==> config.mk <==
export PLATFORM = sky130hd
export DESIGN_NAME = rv_id_decode_flat
export DESIGN_NICKNAME = d
export VERILOG_FILES = /design/src/rtl/rv_id_decode_if.sv /design/src/rtl/rv_id_decode.sv /design/src/flat_wrapper.sv
export SDC_FILE = /design/constraint.sdc
export NUM_CORES = 1
export LEC_CHECK = 0
export BUFFER_PORTS_ARGS = -buffer_cell sky130_fd_sc_hd__buf_2
export CAP_MARGIN = 20
export CORE_MARGIN = 1.5
export CORE_UTILIZATION = 49
export DETAILED_ROUTE_END_ITERATION = 7
export PLACE_DENSITY = 0.8
export SETUP_SLACK_MARGIN = 0.5
export SLEW_MARGIN = 25
export SYNTH_ARGS = -nofsm -noshare
export SYNTH_HDL_FRONTEND = slang
export SYNTH_SLANG_ARGS = --single-unit
==> constraint.sdc <==
create_clock -name clk -period 1.9 [get_ports clk]
set_input_delay 0.38 -clock clk [delete_from_list [all_inputs] [get_ports clk]]
set_output_delay 0.38 -clock clk [all_outputs]
set_load 0.005 [all_outputs]
==> src/rtl/rv_id_decode_if.sv <==
// rv_id_decode_if
//   Bundles the signals between the IF/ID register / hazard unit and the
//   ID-stage decode register.
//   master : drives instr, en, bubble; observes the registered decode result
//   slave  : the decode block; consumes instr, en, bubble; drives results
//   Signals:
//     instr      32  instruction from the IF/ID register
//     en          1  1 = load a new decode result, 0 = hold
//     bubble      1  1 = zero all control outputs (hazard mux)
//     alu_src, mem_to_reg, mem_read, mem_write, branch, reg_write  1 each
//     alu_op      2  registered ALUOp
//     alu_ctrl    4  registered ALU operation code
//     imm        32  registered sign-extended immediate
interface rv_id_decode_if;
  logic        [31:0] instr;
  logic               en;
  logic               bubble;
  logic               alu_src;
  logic               mem_to_reg;
  logic               mem_read;
  logic               mem_write;
  logic               branch;
  logic               reg_write;
  logic         [1:0] alu_op;
  logic         [3:0] alu_ctrl;
  logic signed [31:0] imm;

  modport master (
    output instr, en, bubble,
    input  alu_src, mem_to_reg, mem_read, mem_write, branch, reg_write,
    input  alu_op, alu_ctrl, imm
  );

  modport slave (
    input  instr, en, bubble,
    output alu_src, mem_to_reg, mem_read, mem_write, branch, reg_write,
    output alu_op, alu_ctrl, imm
  );
endinterface

==> src/rtl/rv_id_decode.sv <==
// rv_id_decode
//   ID-stage decode for a 5-stage RV32I pipeline. Combines main control,
//   immediate generation and ALU-operation decode of the IF/ID instruction
//   and registers the result into the ID output register feeding ID/EX.
//   Ports:
//     clk    in   rising-edge clock
//     reset  in   synchronous, active-high reset
//     dec    slave modport of rv_id_decode_if (instr/en/bubble in,
//            registered control, alu_op, alu_ctrl and imm out)
//   Edge priority: reset > hold (en=0) > bubble > normal load.
//   A bubble clears the control fields but still loads the immediate.
module rv_id_decode (
  input  logic           clk,
  input  logic           reset,
  rv_id_decode_if.slave  dec
);

  // Opcodes
  localparam logic [6:0] OPC_RTYPE  = 7'b0110011;
  localparam logic [6:0] OPC_LOAD   = 7'b0000011;
  localparam logic [6:0] OPC_STORE  = 7'b0100011;
  localparam logic [6:0] OPC_BRANCH = 7'b1100011;
  localparam logic [6:0] OPC_OPIMM  = 7'b0010011;
  localparam logic [6:0] OPC_JALR   = 7'b1100111;
  localparam logic [6:0] OPC_LUI    = 7'b0110111;
  localparam logic [6:0] OPC_AUIPC  = 7'b0010111;
  localparam logic [6:0] OPC_JAL    = 7'b1101111;

  // ALUOp encodings
  localparam logic [1:0] ALUOP_ADD = 2'b00;
  localparam logic [1:0] ALUOP_SUB = 2'b01;
  localparam logic [1:0] ALUOP_R   = 2'b10;
  localparam logic [1:0] ALUOP_I   = 2'b11;

  // ALU operation codes
  localparam logic [3:0] ALU_AND  = 4'b0000;
  localparam logic [3:0] ALU_OR   = 4'b0001;
  localparam logic [3:0] ALU_ADD  = 4'b0010;
  localparam logic [3:0] ALU_XOR  = 4'b0011;
  localparam logic [3:0] ALU_SLL  = 4'b0100;
  localparam logic [3:0] ALU_SRL  = 4'b0101;
  localparam logic [3:0] ALU_SUB  = 4'b0110;
  localparam logic [3:0] ALU_SLT  = 4'b0111;
  localparam logic [3:0] ALU_SLTU = 4'b1000;
  localparam logic [3:0] ALU_SRA  = 4'b1001;

  // Control bundle ordering: {alu_src, mem_to_reg, mem_read, mem_write,
  // branch, reg_write}
  typedef logic [5:0] ctrl_t;

  typedef struct packed {
    ctrl_t      ctrl;
    logic [1:0] alu_op;
  } main_t;

  function automatic main_t main_decode(input logic [6:0] opc);
    main_t m;
    m = '{ctrl: 6'b000000, alu_op: ALUOP_ADD};
    case (opc)
      OPC_RTYPE:  m = '{ctrl: 6'b000001, alu_op: ALUOP_R};
      OPC_LOAD:   m = '{ctrl: 6'b111001, alu_op: ALUOP_ADD};
      OPC_STORE:  m = '{ctrl: 6'b100100, alu_op: ALUOP_ADD};
      OPC_BRANCH: m = '{ctrl: 6'b000010, alu_op: ALUOP_SUB};
      OPC_OPIMM:  m = '{ctrl: 6'b100001, alu_op: ALUOP_I};
      default:    m = '{ctrl: 6'b000000, alu_op: ALUOP_ADD};
    endcase
    return m;
  endfunction

  // funct3 map shared by R-type and OP-IMM. f7_sub selects SUB for 000 and
  // is only honoured for R-type; f7_sra selects SRA for 101 in both forms.
  function automatic logic [3:0] funct3_op(input logic [2:0] f3,
                                           input logic       f7_sub,
                                           input logic       f7_sra);
    logic [3:0] op;
    case (f3)
      3'b000:  op = f7_sub ? ALU_SUB : ALU_ADD;
      3'b001:  op = ALU_SLL;
      3'b010:  op = ALU_SLT;
      3'b011:  op = ALU_SLTU;
      3'b100:  op = ALU_XOR;
      3'b101:  op = f7_sra ? ALU_SRA : ALU_SRL;
      3'b110:  op = ALU_OR;
      default: op = ALU_AND;
    endcase
    return op;
  endfunction

  function automatic logic [3:0] alu_decode(input logic [1:0] alu_op,
                                            input logic [2:0] f3,
                                            input logic       f7);
    logic [3:0] op;
    case (alu_op)
      ALUOP_ADD: op = ALU_ADD;
      ALUOP_SUB: op = ALU_SUB;
      ALUOP_R:   op = funct3_op(f3, f7, f7);
      default:   op = funct3_op(f3, 1'b0, f7);   // addi never subtracts
    endcase
    return op;
  endfunction

  // B and J immediates are halfword offsets; the branch-target shifter
  // downstream supplies the <<1, so no zero LSB is appended here.
  function automatic logic signed [31:0] imm_decode(input logic [31:0] ins);
    logic signed [31:0] im;
    case (ins[6:0])
      OPC_LOAD, OPC_OPIMM, OPC_JALR:
        im = {{20{ins[31]}}, ins[31:20]};
      OPC_STORE:
        im = {{20{ins[31]}}, ins[31:25], ins[11:7]};
      OPC_BRANCH:
        im = {{20{ins[31]}}, ins[31], ins[7], ins[30:25], ins[11:8]};
      OPC_LUI, OPC_AUIPC:
        im = {ins[31:12], 12'b0};
      OPC_JAL:
        im = {{12{ins[31]}}, ins[31], ins[19:12], ins[20], ins[30:21]};
      default:
        im = '0;
    endcase
    return im;
  endfunction

  // ---- p0: combinational decode of the IF/ID instruction ----
  main_t              main_p0;
  logic         [3:0] alu_ctrl_p0;
  logic signed [31:0] imm_p0;

  always_comb begin
    main_p0     = main_decode(dec.instr[6:0]);
    alu_ctrl_p0 = alu_decode(main_p0.alu_op, dec.instr[14:12], dec.instr[30]);
    imm_p0      = imm_decode(dec.instr);
  end

  // ---- p1: ID output register ----
  ctrl_t              ctrl_p1;
  logic         [1:0] alu_op_p1;
  logic         [3:0] alu_ctrl_p1;
  logic signed [31:0] imm_p1;

  always_ff @(posedge clk) begin
    if (reset) begin
      ctrl_p1     <= '0;
      alu_op_p1   <= ALUOP_ADD;
      alu_ctrl_p1 <= ALU_ADD;
      imm_p1      <= '0;
    end else if (dec.en) begin
      if (dec.bubble) begin
        ctrl_p1     <= '0;
        alu_op_p1   <= ALUOP_ADD;
        alu_ctrl_p1 <= ALU_ADD;
      end else begin
        ctrl_p1     <= main_p0.ctrl;
        alu_op_p1   <= main_p0.alu_op;
        alu_ctrl_p1 <= alu_ctrl_p0;
      end
      imm_p1 <= imm_p0;
    end
  end

  assign dec.alu_src    = ctrl_p1[5];
  assign dec.mem_to_reg = ctrl_p1[4];
  assign dec.mem_read   = ctrl_p1[3];
  assign dec.mem_write  = ctrl_p1[2];
  assign dec.branch     = ctrl_p1[1];
  assign dec.reg_write  = ctrl_p1[0];
  assign dec.alu_op     = alu_op_p1;
  assign dec.alu_ctrl   = alu_ctrl_p1;
  assign dec.imm        = imm_p1;

endmodule

==> src/flat_wrapper.sv <==
// flat-port wrapper written by rule: the top's interface ports become plain ports
module rv_id_decode_flat 
  (clk, reset, dec_instr, dec_en, dec_bubble, dec_alu_src, dec_mem_to_reg, dec_mem_read, dec_mem_write, dec_branch, dec_reg_write, dec_alu_op, dec_alu_ctrl, dec_imm);
  rv_id_decode_if dec_i ();
  input  logic clk;
  input  logic reset;
  input wire logic [$bits(dec_i.instr)-1:0] dec_instr;
  input wire logic [$bits(dec_i.en)-1:0] dec_en;
  input wire logic [$bits(dec_i.bubble)-1:0] dec_bubble;
  output wire logic [$bits(dec_i.alu_src)-1:0] dec_alu_src;
  output wire logic [$bits(dec_i.mem_to_reg)-1:0] dec_mem_to_reg;
  output wire logic [$bits(dec_i.mem_read)-1:0] dec_mem_read;
  output wire logic [$bits(dec_i.mem_write)-1:0] dec_mem_write;
  output wire logic [$bits(dec_i.branch)-1:0] dec_branch;
  output wire logic [$bits(dec_i.reg_write)-1:0] dec_reg_write;
  output wire logic [$bits(dec_i.alu_op)-1:0] dec_alu_op;
  output wire logic [$bits(dec_i.alu_ctrl)-1:0] dec_alu_ctrl;
  output wire logic [$bits(dec_i.imm)-1:0] dec_imm;
  assign dec_i.instr = dec_instr;
  assign dec_i.en = dec_en;
  assign dec_i.bubble = dec_bubble;
  assign dec_alu_src = dec_i.alu_src;
  assign dec_mem_to_reg = dec_i.mem_to_reg;
  assign dec_mem_read = dec_i.mem_read;
  assign dec_mem_write = dec_i.mem_write;
  assign dec_branch = dec_i.branch;
  assign dec_reg_write = dec_i.reg_write;
  assign dec_alu_op = dec_i.alu_op;
  assign dec_alu_ctrl = dec_i.alu_ctrl;
  assign dec_imm = dec_i.imm;
  rv_id_decode u_core (.clk(clk), .reset(reset), .dec(dec_i));
endmodule
==> flow_summary.json, run 1 <==
{
  "synth_area_mm2": 0.00214,
  "core_area_mm2": 0.00409,
  "dp_hpwl_um": 4000,
  "htreeDepth": 2,
  "ys_seq_area_frac": 0.402,
  "drt_iter0_drc": 116,
  "seqCellArea_um2": 861,
  "cp_top_family": "compound AO/OA/AOI/OAI gates",
  "status": "completed",
  "wire_per_inst_um": 14.7,
  "fillers": 323,
  "whs_endpoint": "u_core.dec.imm[19]$_SDFFE_PP0P_",
  "clock_skew_ns": 0,
  "fin_tns_setup_ns": 0,
  "fp-row-count": 23,
  "synth_edf_count": 0,
  "antenna_left": 0,
  "crit_path_max_incr_delay_ns": 0.32,
  "reg2reg_depth": 3,
  "clockRootBuffer": "clkbuf_8",
  "die-area_mm2": 0.00478,
  "layout.cells.non_filler": 369,
  "hold_class": "primary input to register",
  "n_antenna_cell": 0,
  "synth-async-reset-ratio": 0,
  "setup_violations": 0,
  "fin_nets": 354,
  "maxSlewHeadroom": 0.711,
  "cp.arrival_ns": 1.58,
  "required_ns": 2.12,
  "fp.dieW_um": 69.1,
  "syn_inst": 237,
  "place_inst": 355,
  "synthToLayoutAreaGrowth_pct": 31.9,
  "max_freq_mhz": 739,
  "crit_type": "primary input to register",
  "start_util": 0.524,
  "synth_top_area_frac": 0.402,
  "grt_pass1_wl_um": 9000,
  "clock_sinks": 43,
  "hp-start": "dec_instr[19]",
  "ys_seq_elements": 43,
  "vias_per_cell": 5.69,
  "max_cap_violations": 0,
  "portBuffers": 79,
  "min_period_ns": 1.35,
  "maxSlewViolCount": 0,
  "p_leak_uw": 0.00123,
  "final_common_cell": "buf_2",
  "cts-buffers-inserted": 5,
  "globalplace.congestion": 0.876,
  "ys.flop_type": "dfxtp_1",
  "hold_depth": 2,
  "antenna_found_initial": 0,
  "crit_path_max_fanout": 9,
  "drc": 0,
  "p_per_area_mw_per_mm2": 694,
  "grt_max_degree": 21,
  "ctsHoldBuffers": 0,
  "clockBufferDepth": 2,
  "regToRegSetupSlack_ns": 1.08,
  "gr-usage-all-layers": 0.224,
  "num_vias": 2101,
  "dr.pass1.iters": 4,
  "io_pins": 80,
  "syn_avg_cell_area_um2": 9.04,
  "synthDistinctLibCells": 46,
  "vdd_drop_max_v": 0.000366,
  "hold_viol_final": 0,
  "tritoncts": "built",
  "ys_top_cells_by_area": "dfxtp_1 (40%), a221o_1 (5.6%), a221oi_1 (4.5%)",
  "synth_top_area_cell": "dfxtp_1",
  "layout_common_cells": "buf_2 (78), dfxtp_1 (43), nand2_1 (22)",
  "yosysWarnings": 0,
  "slowest_stage": "mux2_4",
  "die_y_um": 69.1,
  "tightestPinTransition_ns": 0.433,
  "drive_above_1_share": 0.376,
  "cp_num_buf_inv": 2,
  "rsz0062_at_grt": "yes",
  "crit_chain": "buf_2 -> mux2_4 -> a2111oi_4 -> buf_4 -> a221oi_1 -> o21ai_0",
  "holdWs_ns": 0.328,
  "worstSkewPairLatency_ns": 0.30,
  "multiInputGateArea_mm2": 0.00121,
  "r2r_end": "u_core.dec.alu_ctrl[2]$_SDFFE_PP0P_",
  "grt_pass1_vias": 1977,
  "rr_startpoint": "u_core.dec.alu_ctrl[2]$_SDFFE_PP0P_",
  "syn-num-nets": 273,
  "wirelength_um": 5410,
  "overflow": 0,
  "cp-start-kind": "primary input",
  "endpoint_kind": "register",
  "period_share": 0.712,
  "clk_pin_slew_ns": 0.09
}
-- where the power goes --
part	internal, uW	leakage, uW	switching, uW
combinational	85.7	0.000820	125
sequential	904	0.000346	1.88
clock	524	0.0000644	320
total	1510	0.00123	448
-- synthesized netlist by cell type, drive strengths merged (2+ instances only) --
master,count
nand3b,2
mux2i,6
nor2,9
nor3b,3
a31oi,4
nor4b,2
clkbuf,9
nand2b,12
a221o,12
a211oi,4
buf,11
dfxtp,43
a221oi,11
a22oi,5
a21oi,17
or3,2
nand2,22
inv,7
nor3,9
nor2b,8
o22ai,2
and2,2
o21ai,23
-- per-layer routing --
layer  vias to the layer above  wire length, um  global-route usage
li1                       1036                -                   -
met1                       996             2370               0.300
met2                        63             2710               0.366
met3                         6              299              0.0468
met4                         0               32              0.0610
met5                         -                0                   0
-- registers in the layout, summed over array words and instances, names as in the netlist --
name                 cells
u_core.dec.alu_op        2
u_core.dec.alu_ctrl      4
u_core.ctrl_p1           5
u_core.dec.imm          32
-- repair_timing --
item,CTS,global route
gates resized for setup,1,11
buffers inserted,3,3
hold endpoints to repair,0,0
pin swaps,3,4
endpoints found under the setup margin,7,36
-- how the worst max path moves through the flow --
stage	from	to	slack [ns]	cells past startpoint
2_1_floorplan	dec_instr[6]	u_core.dec.imm[21]$_SDFFE_PP0P_	0.43	7
3_3_place_gp	dec_instr[5]	u_core.dec.imm[13]$_SDFFE_PP0P_	0.20	5
4_1_cts	dec_instr[2]	u_core.dec.imm[11]$_SDFFE_PP0P_	0.50	6
3_5_place_dp	dec_instr[2]	u_core.dec.imm[11]$_SDFFE_PP0P_	0.15	6
6_report	dec_instr[6]	u_core.dec.imm[14]$_SDFFE_PP0P_	0.55	6
5_1_grt	dec_instr[4]	u_core.dec.imm[12]$_SDFFE_PP0P_	0.47	6
-- worst reg2reg max path: stages, from the launching register on --
cell and delay (ns):
dfxtp_1 0.36, nor2b_1 0.18, o21ai_0 0.10, a21oi_1 0.12
-- cell families after synthesis --
family | share of synthesized area
DFF | 0.402
and+or+nand+nor | 0.214
AOI/OAI and AO/OA | 0.279
xor gates and xnor gates | 0.00818
buffers and inverters | 0.0643
muxes | 0.0333
-- layout make-up --
cell class                      count  share of cell area
Clock buffer                        5              0.0244
Clock inverter                      3              0.0239
Inverter                            7             0.00930
Multi-Input combinational cell    167               0.428
Sequential cell                    43               0.305
Tap cell                           50              0.0221
Timing Repair Buffer               94               0.188
-- through the flow --
stage                     cell area [um^2]  utilization  worst slack, ns  power, uW
after floorplan                       2210            -            0.425       1050
after global placement                2600        0.635            0.204       1120
after detailed placement              2600        0.635            0.154       1130
after CTS                             2760        0.675            0.498       1980
after global routing                  2830        0.691            0.467       2030
final                                 2830        0.691            0.547       1960
Power figures use the tool's default switching activity.
==> inputs of run 2 (changes only) <==
--- a/config.mk
+++ b/config.mk
@@ -8,9 +8,9 @@
 export BUFFER_PORTS_ARGS = -buffer_cell sky130_fd_sc_hd__buf_2
 export CAP_MARGIN = 20
 export CORE_MARGIN = 1.5
-export CORE_UTILIZATION = 49
+export CORE_UTILIZATION = 44
 export DETAILED_ROUTE_END_ITERATION = 7
-export PLACE_DENSITY = 0.8
+export PLACE_DENSITY = 0.76
 export SETUP_SLACK_MARGIN = 0.5
 export SLEW_MARGIN = 25
 export SYNTH_ARGS = -nofsm -noshare
==> constraint.sdc (replaced) <==
create_clock -name clk -period 1.2 [get_ports clk]
set_input_delay 0.24 -clock clk [delete_from_list [all_inputs] [get_ports clk]]
set_output_delay 0.24 -clock clk [all_outputs]
set_load 0.005 [all_outputs]
==> run 2 against run 1 <==
Critical endpoint is now u_core.dec.imm[4]$_SDFFE_PP0P_. Sequential power up 58%. Power up 68%. Setup slack worse by 0.53 ns.
==> flow_summary.json, run 2 (synthesis results as in run 1) <==
{
  "antenna_left": 0,
  "grt_pass1_vias": 2289,
  "rsz0062_at_grt": "yes",
  "use_met3": 0.0580,
  "grt_max_degree": 34,
  "layout.cells.non_filler": 407,
  "final_util": 0.776,
  "hold_class": "primary input to register",
  "cp.arrival_ns": 1.39,
  "tightestPinTransition_ns": 0.377,
  "p_per_area_mw_per_mm2": 907,
  "max_cap_violations": 0,
  "max_freq_mhz": 842,
  "worstSkewPairLatency_ns": 0.31,
  "fp-row-count": 25,
  "crit_path_max_incr_delay_ns": 0.28,
  "gr-usage-met1": 0.296,
  "cts-buffers-inserted": 5,
  "clockBufferDepth": 2,
  "globalplace.congestion": 0.813,
  "placed_cell_area_mm2": 0.00281,
  "synthToLayoutAreaGrowth_pct": 70.0,
  "status": "completed",
  "maxSlewViolCount": 0,
  "htreeDepth": 2,
  "vdd_drop_max_v": 0.000859,
  "p_leak_uw": 0.00157,
  "drive_above_1_share": 0.705,
  "core_area_mm2": 0.00469,
  "grt_pass1_wl_um": 10600,
  "fillers": 299,
  "maxSlewHeadroom": 0.748,
  "portBuffers": 79,
  "period_share": 0.989,
  "vias_per_cell": 5.88,
  "gr-usage-all-layers": 0.258,
  "clockRootBuffer": "clkbuf_8",
  "num_vias": 2392,
  "final_area_mm2": 0.00364,
  "cp_top_family": "compound AO/OA/AOI/OAI gates",
  "clock_skew_ns": 0,
  "holdWs_ns": 0.204,
  "tritoncts": "built",
  "overflow": 0,
  "die_y_um": 72.8,
  "cp_common_cell": "buf_6",
  "hold_viol_final": 0,
  "die-area_mm2": 0.00530,
  "fin_nets": 388,
  "drc": 0,
  "crit_type": "primary input to register",
  "largest_reg_flops": 32,
  "io_pins": 80,
  "min_period_ns": 1.19,
  "ctsHoldBuffers": 0,
  "dr.pass1.iters": 4,
  "cp-start-kind": "primary input",
  "layout_common_cells": "buf_2 (60), dfxtp_2 (43), buf_4 (36)",
  "slowest_stage": "a211oi_2",
  "fp.dieW_um": 72.8,
  "cp_num_buf_inv": 3,
  "place_inst": 381,
  "busiest_layer": "met2",
  "required_ns": 1.41,
  "crit_chain": "buf_6 -> nand4bb_4 -> buf_6 -> o22ai_4 -> buf_6 -> a211oi_2 -> a211oi_2",
  "antenna_found_initial": 0,
  "dp_hpwl_um": 4300,
  "crit_path_max_fanout": 6,
  "wirelength_um": 7460,
  "final_common_cell": "buf_2",
  "n_antenna_cell": 0,
  "clock_sinks": 43,
  "wire_per_inst_um": 18.3,
  "clk_pin_slew_ns": 0.09,
  "drt_iter0_drc": 129,
  "grtUsageMet2": 0.455,
  "setup_violations": 0,
  "endpoint_kind": "register",
  "start_util": 0.457
}
==> run 2: cell count changes in the layout (fill, tap and decap cells not counted), sizes merged <==
cell	delta
buf	+32
and3	+1
clkbuf	+1
==> run 2: metrics by stage <==
step	setup TNS (ns)	worst slack [ns]	power (uW)
2_1_floorplan	-3.02	-0.135	1660
3_3_place_gp	-9.73	-0.350	1830
3_5_place_dp	-11.03	-0.368	1840
4_1_cts	0	0.0912	3220
5_1_grt	-0.0800	-0.0486	3390
6_report	0	0.0130	3300
==> run 2: final cells by class <==
cell class | instances | area, um^2 | area share
clock buffers | 5 | 68.8 | 0.0189
repair buffers | 127 | 967 | 0.266
clock inverters | 3 | 67.6 | 0.0186
inverters | 7 | 26.3 | 0.00722
well taps | 54 | 67.6 | 0.0186
multi-input cells | 168 | 1530 | 0.420
flip-flops and latches | 43 | 915 | 0.251
==> run 2: final timing paths <==
path | cells past startpoint | start | end | slack [ns]
worst max-delay path | 7 | dec_instr[3] | u_core.dec.imm[4]$_SDFFE_PP0P_ | 0.01
worst min-delay path | 2 | dec_instr[28] | u_core.dec.imm[28]$_SDFFE_PP0P_ | 0.20
worst max register to register | 5 | u_core.dec.alu_ctrl[2]$_SDFFE_PP0P_ | u_core.dec.alu_ctrl[2]$_SDFFE_PP0P_ | 0.24
worst min register to register | 2 | u_core.dec.imm[15]$_SDFFE_PP0P_ | u_core.dec.imm[15]$_SDFFE_PP0P_ | 0.45
==> run 2: repair_timing <==
item                                    CTS  global route
pin swaps                                32            18
buffers inserted                         12             4
gates cloned                              2             0
resized for setup                       101            61
endpoints found under the setup margin   87            87
==> run 2: worst reg2reg max path, stage by stage (launching register included) <==
cell      delay [ns]
dfxtp_2         0.34
buf_4           0.11
nand2b_1        0.06
a31oi_1         0.18
o21ai_2         0.07
a21oi_1         0.13
==> run 2: report_power, final <==
part	leakage, uW	internal, uW	total, uW	switching (uW)
Sequential	0.000368	1430	1430	3.62
Clock	0.0000644	830	1380	546
Combinational	0.00113	221	490	269
Total	0.00157	2480	3300	818
==> run 2: routing by layer <==
metal	routed length, um	share of wire
met3	437	0.059
met1	2980	0.40
met2	3860	0.52
met5	0	0
met4	191	0.026
